[src/rtl/instruction_fetch.sv]
// Instruction fetch unit: reads imem at fetch_pc and queues {pc, instr} in a DEPTH-entry FIFO.
// Latency: a word fetched at edge N is presented on out_* in the cycle after edge N.
// Backpressure: out_ready=0 holds the head entry; fetching stalls once the buffer is full.
module instruction_fetch #(
  parameter logic [31:0] RESET_PC  = 32'h0000_0000,
  parameter int          MEM_BYTES = 1024,
  parameter int          DEPTH     = 2
) (
  input  logic                     clk,
  input  logic                     rst_n,
  input  logic                     fetch_en,
  output logic [31:0]              imem_addr,
  input  logic [31:0]              imem_data,
  input  logic                     redirect_valid,
  input  logic [31:0]              redirect_pc,
  output logic                     out_valid,
  input  logic                     out_ready,
  output logic [31:0]              out_instr,
  output logic [31:0]              out_pc,
  output logic [$clog2(DEPTH):0]   out_count
);

  localparam int PW = $clog2(DEPTH);
  localparam int CW = PW + 1;
  localparam logic [CW-1:0] DEPTH_C = CW'(DEPTH);
  // Keeps addresses word-aligned and inside the memory; wrap at MEM_BYTES-4 falls out of the mask.
  localparam logic [31:0] ADDR_MASK = 32'(MEM_BYTES - 1) & 32'hFFFF_FFFC;

  logic [31:0]   fetch_pc_q, fetch_pc_d;
  logic [CW-1:0] count_q, count_d;
  logic [PW-1:0] head_q, head_d;
  logic [PW-1:0] tail_q, tail_d;
  logic [31:0]   pc_buf_q    [DEPTH];
  logic [31:0]   pc_buf_d    [DEPTH];
  logic [31:0]   instr_buf_q [DEPTH];
  logic [31:0]   instr_buf_d [DEPTH];
  logic          push;
  logic          pop;

  // Next-state logic: a redirect flushes the buffer but still lets this cycle's pop complete.
  always_comb begin
    pop         = (count_q != '0) && out_ready;
    push        = fetch_en && !redirect_valid && ((count_q < DEPTH_C) || pop);
    fetch_pc_d  = fetch_pc_q;
    head_d      = head_q;
    tail_d      = tail_q;
    pc_buf_d    = pc_buf_q;
    instr_buf_d = instr_buf_q;
    count_d     = count_q + {{PW{1'b0}}, push} - {{PW{1'b0}}, pop};
    if (push) begin
      pc_buf_d[tail_q]    = fetch_pc_q;
      instr_buf_d[tail_q] = imem_data;
      tail_d              = tail_q + 1'b1;
      fetch_pc_d          = (fetch_pc_q + 32'd4) & ADDR_MASK;
    end
    if (pop) begin
      head_d = head_q + 1'b1;
    end
    if (redirect_valid) begin
      count_d    = '0;
      head_d     = '0;
      tail_d     = '0;
      fetch_pc_d = redirect_pc & ADDR_MASK;
    end
  end

  // State registers, all cleared asynchronously so no output is ever X after reset.
  always_ff @(posedge clk or negedge rst_n) begin
    if (!rst_n) begin
      fetch_pc_q  <= RESET_PC;
      count_q     <= '0;
      head_q      <= '0;
      tail_q      <= '0;
      pc_buf_q    <= '{default: '0};
      instr_buf_q <= '{default: '0};
    end else begin
      fetch_pc_q  <= fetch_pc_d;
      count_q     <= count_d;
      head_q      <= head_d;
      tail_q      <= tail_d;
      pc_buf_q    <= pc_buf_d;
      instr_buf_q <= instr_buf_d;
    end
  end

  // Outputs are forced to zero whenever the buffer is empty.
  always_comb begin
    imem_addr = fetch_pc_q;
    out_count = count_q;
    out_valid = (count_q != '0);
    out_pc    = out_valid ? pc_buf_q[head_q]    : 32'h0;
    out_instr = out_valid ? instr_buf_q[head_q] : 32'h0;
  end

endmodule

[config.mk]
export PLATFORM = sky130hd
export DESIGN_NAME = instruction_fetch
export DESIGN_NICKNAME = d
export VERILOG_FILES = /design/src/rtl/instruction_fetch.sv
export SDC_FILE = /design/constraint.sdc
export NUM_CORES = 1
export LEC_CHECK = 0
export ABC_AREA = 1
export CELL_PAD_IN_SITES_DETAIL_PLACEMENT = 0
export CELL_PAD_IN_SITES_GLOBAL_PLACEMENT = 1
export CORE_MARGIN = 5
export CORE_UTILIZATION = 25
export DETAILED_ROUTE_END_ITERATION = 10
export GPL_ROUTABILITY_DRIVEN = 0
export GPL_TIMING_DRIVEN = 0
export PLACE_DENSITY_LB_ADDON = 0.1
export SYNTH_ARGS = -nofsm -noshare
export SYNTH_HDL_FRONTEND = slang
export SYNTH_SLANG_ARGS = --single-unit
[constraint.sdc]
create_clock -name clk -period 1.7 [get_ports clk]
set_clock_uncertainty 0.2 [all_clocks]
set_input_delay 0.34 -clock clk [delete_from_list [all_inputs] [get_ports clk]]
set_output_delay 0.34 -clock clk [all_outputs]
set_load 0.02 [all_outputs]
==> results list, run 1 <==
- The run finished, with violations left.
* Violations in the final reports: setup timing
- Entering global routing, the biggest net connects 53 pins.
- The final layout contains routed wiring with a total length of 16.0 mm.
- In this run the register-to-register setup slack is -0.23 ns.
- Net count of the finished layout: 845
- The clock passes through at most 2 buffers.
- Summed over all instances, the cell type with the most area after synthesis is sky130_fd_sc_hd__dfrtp_1.
* Worst Setup Path Type: reg2out
- GR met3 Demand/Resource: 3.72%
- Sorting the synthesized cells by area gives the leading types as sky130_fd_sc_hd__dfrtp_1, sky130_fd_sc_hd__nand2_1, sky130_fd_sc_hd__o21ai_0.
- Setup-violating endpoint count in the final report: 125
- GRT Total Usage: 14.0%
* Unrepaired setup endpoints after global routing: yes
- Static timing analysis puts the maximum clock frequency at 486 MHz.
- From synthesis to final layout, the design area changed by 71.2%.
- Dominant cell by count in the synthesized netlist: sky130_fd_sc_hd__nand2_1
* Post-route clock period utilization: 121%
- Initial DRC count: ~130
- Wire length of the first global-routing pass: 24.0 mm
- Across the whole layout, storage elements account for 0.00231 sq mm.
- Met1 track utilization from global routing: 17.8%
- Summing all multi-input logic gate instances after layout gives 0.00264 sq mm.
- Die boundary height: about 150 um
* Fraction of registers with async set or reset after synthesis: 100%
- For this run, global-route usage on met2 was measured as 23.8%.
- Unique masters post-synth: 23
- Final count of pins violating max slew: 0
- Library cell used as clock root buffer: sky130_fd_sc_hd__clkbuf_16
- In this run the core area contains 49 standard-cell rows.
- In the final routed layout, each cell accounts on average for roughly 16 um.
- 168 I/O pins were placed.
- Counting the buffers created by CTS gives 9.
- Data on the critical path arrives at its endpoint at 1.52 ns.
- The top cell type by area accounts for approximately 50% of the synthesized area.
- Initial Utilization: approximately 26%
- Routed vias/inst: between 4 and 5
* Post-Synthesis Cells: 586
* Die Outline Area: 0.0214 sq mm
* Max capacitance violation total: 0
* Clock network latency to the later pin of the worst-skew pair: 0.34 ns
- Layout filler cell count: 1,803
- After detailed routing, the number of remaining DRC violations is 0.
* Summed negative setup slack over all endpoints: -27.01 ns
* Power consumption: 11.6 mW
- Predominant post-synthesis flop cell: sky130_fd_sc_hd__dfrtp_1
* Minimum period implied by the final worst setup slack: just over 2 ns
- Htree depth: 3
* Clock tree from TritonCTS: built
* Count of buffers from port buffering: 94
- The Yosys step of the flow raised 0 warnings.
* Number of global-route vias before repair: 4,466
* Register bit count reported by yosys: 92
* Share of cells above drive strength 1: 50.8%
* Detail Placement HPWL: a little over 10 mm
- Die W: 146 um
* P_leak: a little under 4 nW
* GR peak layer: met2
- The number of antenna violations at the first check in global routing is 0.
* Clock slew at the register clock pins of the worst setup and hold paths: 0.06 ns
- Across all hold checks on the routed design, the worst slack comes to 0.0552 ns.
- VDD sags by at most approximately 0.7 mV.
- After layout, the worst setup slack is -0.356 ns.
- Measured slew at the worst slew-check pin: a little over 0.6 ns
- Fraction of the yosys area taken by sequential cells: 49.6%
* Number of enable-type register cells in the synthesized netlist: 0
- The count of final hold-check violations was 0.
- Dpl cells: roughly 960
- Remaining Overflow, GRT: 0
- Summing all non-filler instances in the final layout gives an area of slightly below 0.008 sq mm.
- Along the worst path, the maximum fanout reaches 5.
- In this run the mean area of a mapped cell was 7.92 sq um.
- Power density over the cells: between 1000 and 1500 mW/mm^2
* Core Region: roughly 0.018 sq mm
- The first TritonRoute pass finished after 4 iterations.
* Sink count of the clock tree: 92
- Diodes inserted: 0
* Number of nets with antenna violations after routing: 0
- Worst setup SP type: flop
- Crit path capture type: primary output
- Class of the tightest hold or removal check: in2reg
- The worst pin sits at a relative slew slack of 59.7%.
- Once placement finished, the instance area stood at 0.00622 sq mm.
* Count of vias placed by the detailed router: 4,366
- Most frequent cells after synthesis: sky130_fd_sc_hd__nand2_1, sky130_fd_sc_hd__dfrtp_1, sky130_fd_sc_hd__o21ai_0
* Post-route non-filler standard cell count: 1,007
- At the worst endpoint, the required time is 1.16 ns.
- Area of the mapped netlist: around 0.0046 sq mm
[per-layer routing]
layer / up-vias / wire (um)
li1: 2143 / -
met1: 2120 / 7240
met2: 91 / 7880
met3: 12 / 707
met4: 0 / 184
met5: - / 0
[final timing paths]
| path | from | depth (start not counted) | end |
|---|---|---|---|
| worst max-delay path | out_count[0] | 6 | out_pc[3] |
| worst min-delay path | redirect_valid | 3 | imem_addr[4] |
| worst max register to register | out_count[1] | 10 | instr_buf_q[12] |
| worst min register to register | instr_buf_q[39] | 2 | instr_buf_q[39] |
| max in group asynchronous | rst_n | 3 | imem_addr[7] |
| min in group asynchronous | rst_n | 2 | instr_buf_q[22] |
[logic make-up (layout without fill, tap and decap cells)]
kind of cell | Yosys count | in the layout | share of synthesized area [%]
AOI/OAI and AO/OA | 127 | 127 | 13.9
other | 1 | 48 | 0.0808
adders and majority gates | 3 | 3 | 0.809
xor gates and xnor gates | 1 | 1 | 0.189
buffers and inverters | 136 | 281 | 15.8
and+or+nand+nor | 226 | 226 | 19.6
DFF | 92 | 92 | 49.6
[cell usage in the layout, fill, tap and decap left out, drive strengths merged]
| cell | netlist | routed |
|---|---|---|
| xor2 | 1 | 1 |
| nand2 | 189 | 189 |
| clkinv | 1 | 4 |
| a21oi | 41 | 41 |
| nor2 | 12 | 12 |
| buf | 66 | 144 |
| conb | 1 | 48 |
| clkdlybuf4s15 | 0 | 2 |
| clkdlybuf4s50 | 0 | 42 |
| dlygate4sd2 | 0 | 2 |
| nand3 | 22 | 22 |
| clkbuf | 15 | 32 |
| o21bai | 2 | 2 |
| ha | 3 | 3 |
| inv | 54 | 53 |
| dlygate4sd3 | 0 | 2 |
| o21ai | 82 | 82 |
| nand4 | 1 | 1 |
| dfrtp | 92 | 92 |
| o211ai | 2 | 2 |
| or2 | 2 | 2 |
[critical path, cell delays in order, from the launching register on]
cell and delay [ns]:
sky130_fd_sc_hd__dfrtp_2 0.42, sky130_fd_sc_hd__nor2_4 0.19, sky130_fd_sc_hd__inv_4 0.10, sky130_fd_sc_hd__clkbuf_16 0.17, sky130_fd_sc_hd__o21ai_2 0.08, sky130_fd_sc_hd__a21oi_4 0.06, sky130_fd_sc_hd__buf_4 0.16
[area by class of cell]
class / instances / share of cell area, %
clock buffers: 14 / 3.20
well taps: 229 / 3.61
plain buffers: 78 / 10.1
multi-input cells: 405 / 33.2
clock inverters: 2 / 0.126
flip-flops and latches: 92 / 29.1
repair buffers: 132 / 17.8
inverters: 55 / 2.87
[power breakdown]
group	internal, mW	switching [mW]	total [mW]
logic	2.69	3.53	6.22
registers	3.02	0.521	3.54
clock network	1.03	0.846	1.88
total	6.75	4.89	11.6
[per-stage QoR]
stage                     util, %  setup WS (ns)
final                        43.8         -0.356
after global routing         43.8         -0.409
after CTS                    38.5         -0.372
after detailed placement     34.3          -1.00
after global placement       34.2          -4.00
after floorplan                 -        -0.0220
[what timing repair did]
action | 4_1_cts | 5_1_grt
resized for setup | 363 | 251
buffers inserted | 15 | 10
setup endpoints to repair | 70 | 136
gates cloned | 4 | 8
endpoints found under the hold margin | 41 | 0
hold buffers | 2 | 0
pin swaps | 8 | 23
[flip-flops by register name (all words and copies together) (netlist names)]
name,cells
tail_q,1
head_q,1
out_count,2
imem_addr,8
pc_buf_q,16
instr_buf_q,64
(Power assumes the default switching activity.)
==> run 2, diff against run 1 <==
Settings changed: REMOVE_ABC_BUFFERS set to 1.
==> run 2 against run 1 <==
Against the previous run:
- the flow still finishes with violations (setup timing)
- global-route usage is 2.3 points higher
- largest cell class is now flip-flops and latches
- combinational power is 7.1% higher
- flip-flop and latch count stayed put
- hold slack better by 0.18 ns
- sequential power hardly changed
- via count is 0.46% lower
- clock-buffer cell count is 2 lower
- non-clock buffer count is 45 lower
==> results list, run 2 (same netlist as run 1, synthesis figures left out) <==
- The run finished, with violations left.
- Violations in the final reports: setup timing
- DRT Wirelength: 17.6 mm (+10%)
* Initial DRC count: 307 (+130%)
- Share of cells above drive strength 1: 36.3% (-15 points)
* Die W: 146 um (unchanged)
- Die boundary height: 146 um (unchanged)
* Top library cells by usage in the layout, fill and taps aside: sky130_fd_sc_hd__nand2_1, sky130_fd_sc_hd__dfrtp_1, sky130_fd_sc_hd__inv_1
- The detailed placement HPWL was 8.20 mm (-19%).
- Post-route non-filler standard cell count: 971 (-3.6%)
* Critical path data required time: 1.16 ns (about the same)
- Setup-violating endpoint count in the final report: 124 (-0.80%)
- The number of global-route vias before repair came to 4,389 (-1.7%).
- The wire length the detailed router placed on met1 is 7.99 mm (+10%).
- Class of the tightest hold or removal check: in2reg
- The met2 layer wire length in the routed design was 8.54 mm (+8.4%).
- Critical path peak fanout: 8 (+3)
* Detail Route met3 WL: 764 um (+8.1%)
- Reg2reg path depth: 12 (+2)
- Power consumption: 12.4 mW (+6.3%)
- The sum of overflow across all layers after global routing was 0 (unchanged).
* Most flops, register: instr_buf_q
* Final count of pins violating max slew: 0 (unchanged)
* Clock slew at the register clock pins of the worst setup and hold paths: 0.07 ns (about the same)
- Routed vias/inst: 4.48 (+3.2%)
- The total global-route track usage is 16.4% (+2.3 points).
* Number of nets with antenna violations after routing: 0 (unchanged)
* Summed negative setup slack over all endpoints: -34.77 ns (-7.76 ns)
* Number of flip-flops under the largest register name: 64 (unchanged)
- The count of buffers inserted at the top-level ports is 95 (+1.1%).
- Htree depth: 3 (unchanged)
* Most common cell after layout, fill and taps aside: sky130_fd_sc_hd__nand2_1
* Net count of the finished layout: 811 (-4.0%)
- Worst-case clock buffer depth: 2 (unchanged)
* Library cell used as clock root buffer: sky130_fd_sc_hd__clkbuf_16
- The worst slew margin relative to its limit came to 59.4% (-0.39 points).
- The leakage power figure came to 3.52 nW (-8.5%).
- Crit path capture type: primary output
- Synthesis-to-layout area growth: 64.7%
* Cell row count: 49 (unchanged)
* Measured slew at the worst slew-check pin: 0.610 ns (+0.00586 ns)
* Initial Utilization: 25.6% (unchanged)
- Data arrival time of the critical path: 1.64 ns (+0.12 ns)
* Minimum period implied by the final worst setup slack: 2.18 ns (+0.121 ns)
- TritonCTS Buffers: 9 (unchanged)
* Dpl cells: 880 (-8.0%)
* Diodes inserted: 0 (unchanged)
- Post-route clock period utilization: 128% (+7.1 points)
* Core Region: 0.0181 sq mm (unchanged)
- Remaining design rule violation count: 0 (unchanged)
* I/O Pins: 168 (unchanged)
- Clock tree from TritonCTS: built
- Antenna violations before repair: 0 (unchanged)
- Max layer used: met4
- Worst Setup Path Type: reg2out
- The max-capacitance violation count was 0 (unchanged).
- Number of optimization iterations in the first detailed-route pass: 4 (unchanged)
- The count of final hold-check violations is 0 (unchanged).
* Hold slack: 0.233 ns (+0.178 ns)
* Hold path cells: 2 (-1)
* Unrepaired setup endpoints after global routing: yes
* Maximum number of pins on one net before global-route repair: 53 (unchanged)
* Final setup slack of the worst path: -0.477 ns (-0.121 ns)
- Worst setup SP type: flop
- Fmax: 459 MHz (-5.6%)
- The average detailed-routed wire length per instance was 18.1 um (+14%).
- The power density relative to cell area came to 1620 mW/mm^2 (+10%).
- Count of vias placed by the detailed router: 4,346 (-0.46%)
- The insertion delay of the later-clocked pin in the worst-skew pair came to 0.35 ns (about the same).
- The utilization after layout came to 42.1% (-1.6 points).
- The total clock sinks came to 92 (unchanged).
- The worst supply voltage drop on vdd came to 0.766 mV (+7.3%).
* Wire length of the first global-routing pass: 26.8 mm (+12%)
- Die Outline Area: 0.0214 sq mm (unchanged)
run 2: cell types whose count changed in the layout (fill, tap and decap cells not counted), moves of 14 or more:
cell / change
sky130_fd_sc_hd__nand2_4: -25
sky130_fd_sc_hd__buf_2: -19
sky130_fd_sc_hd__o21ai_2: -24
sky130_fd_sc_hd__buf_4: -35
sky130_fd_sc_hd__buf_12: +19
sky130_fd_sc_hd__o21ai_1: +14
sky130_fd_sc_hd__nand2_2: -40
sky130_fd_sc_hd__nand2_1: +65
sky130_fd_sc_hd__buf_8: -14
run 2: routing by layer:
| metal | up-vias | GRT usage (%) |
|---|---|---|
| met5 | - | 0 |
| met4 | 0 | 5.36 |
| met3 | 19 | 2.67 |
| met2 | 121 | 27.0 |
| met1 | 2119 | 22.0 |
| li1 | 2087 | - |
run 2: through the flow:
step,cell area (sq um),setup WS [ns]
floorplan,4290,-0.801
global placement,5530,-3.69
detailed placement,5620,-2.09
CTS,7320,-0.484
global route,7650,-0.515
finish,7650,-0.477
run 2: cell type report:
cell class,instances,area [sq um]
timing repair buffer,165,2090
inverter,55,236
tap,229,287
timing repair inverter,7,115
clock inverter,2,60.1
clock buffer,12,246
multi-input combinational,409,2290
fill,1792,10500
sequential,92,2320
run 2: timing repair:
action	in CTS	in global routing
gates cloned	23	0
setup buffers	47	9
resized for setup	451	78
setup endpoints to repair	141	134
hold buffers	1	0
pin swaps	10	12
endpoints found under the hold margin	40	0
run 2: worst paths after layout:
check / startpoint / slack, ns / end
worst max-delay path: out_count[0] / -0.48 / out_instr[27]
worst min-delay path: redirect_valid / 0.23 / out_count[0]
worst max register to register: out_count[1] / -0.28 / instr_buf_q[3]
worst min register to register: instr_buf_q[55] / 0.27 / instr_buf_q[55]
max in group asynchronous: rst_n / 0.24 / imem_addr[8]
min in group asynchronous: rst_n / 0.34 / instr_buf_q[28]
run 2: report_power, final:
group	leakage, nW	switching [mW]	internal, mW
clock	0.149	0.877	1.32
combinational	2.25	3.61	3.04
sequential	1.12	0.493	3.03
run 2: worst max-delay path, cell delays in order (launching register included):
cell	delay [ns]
sky130_fd_sc_hd__dfrtp_1	0.41
sky130_fd_sc_hd__nor2_4	0.15
sky130_fd_sc_hd__clkinvlp_4	0.11
sky130_fd_sc_hd__buf_12	0.17
sky130_fd_sc_hd__buf_12	0.15
sky130_fd_sc_hd__o21ai_4	0.05
sky130_fd_sc_hd__a21oi_2	0.06
sky130_fd_sc_hd__buf_4	0.18
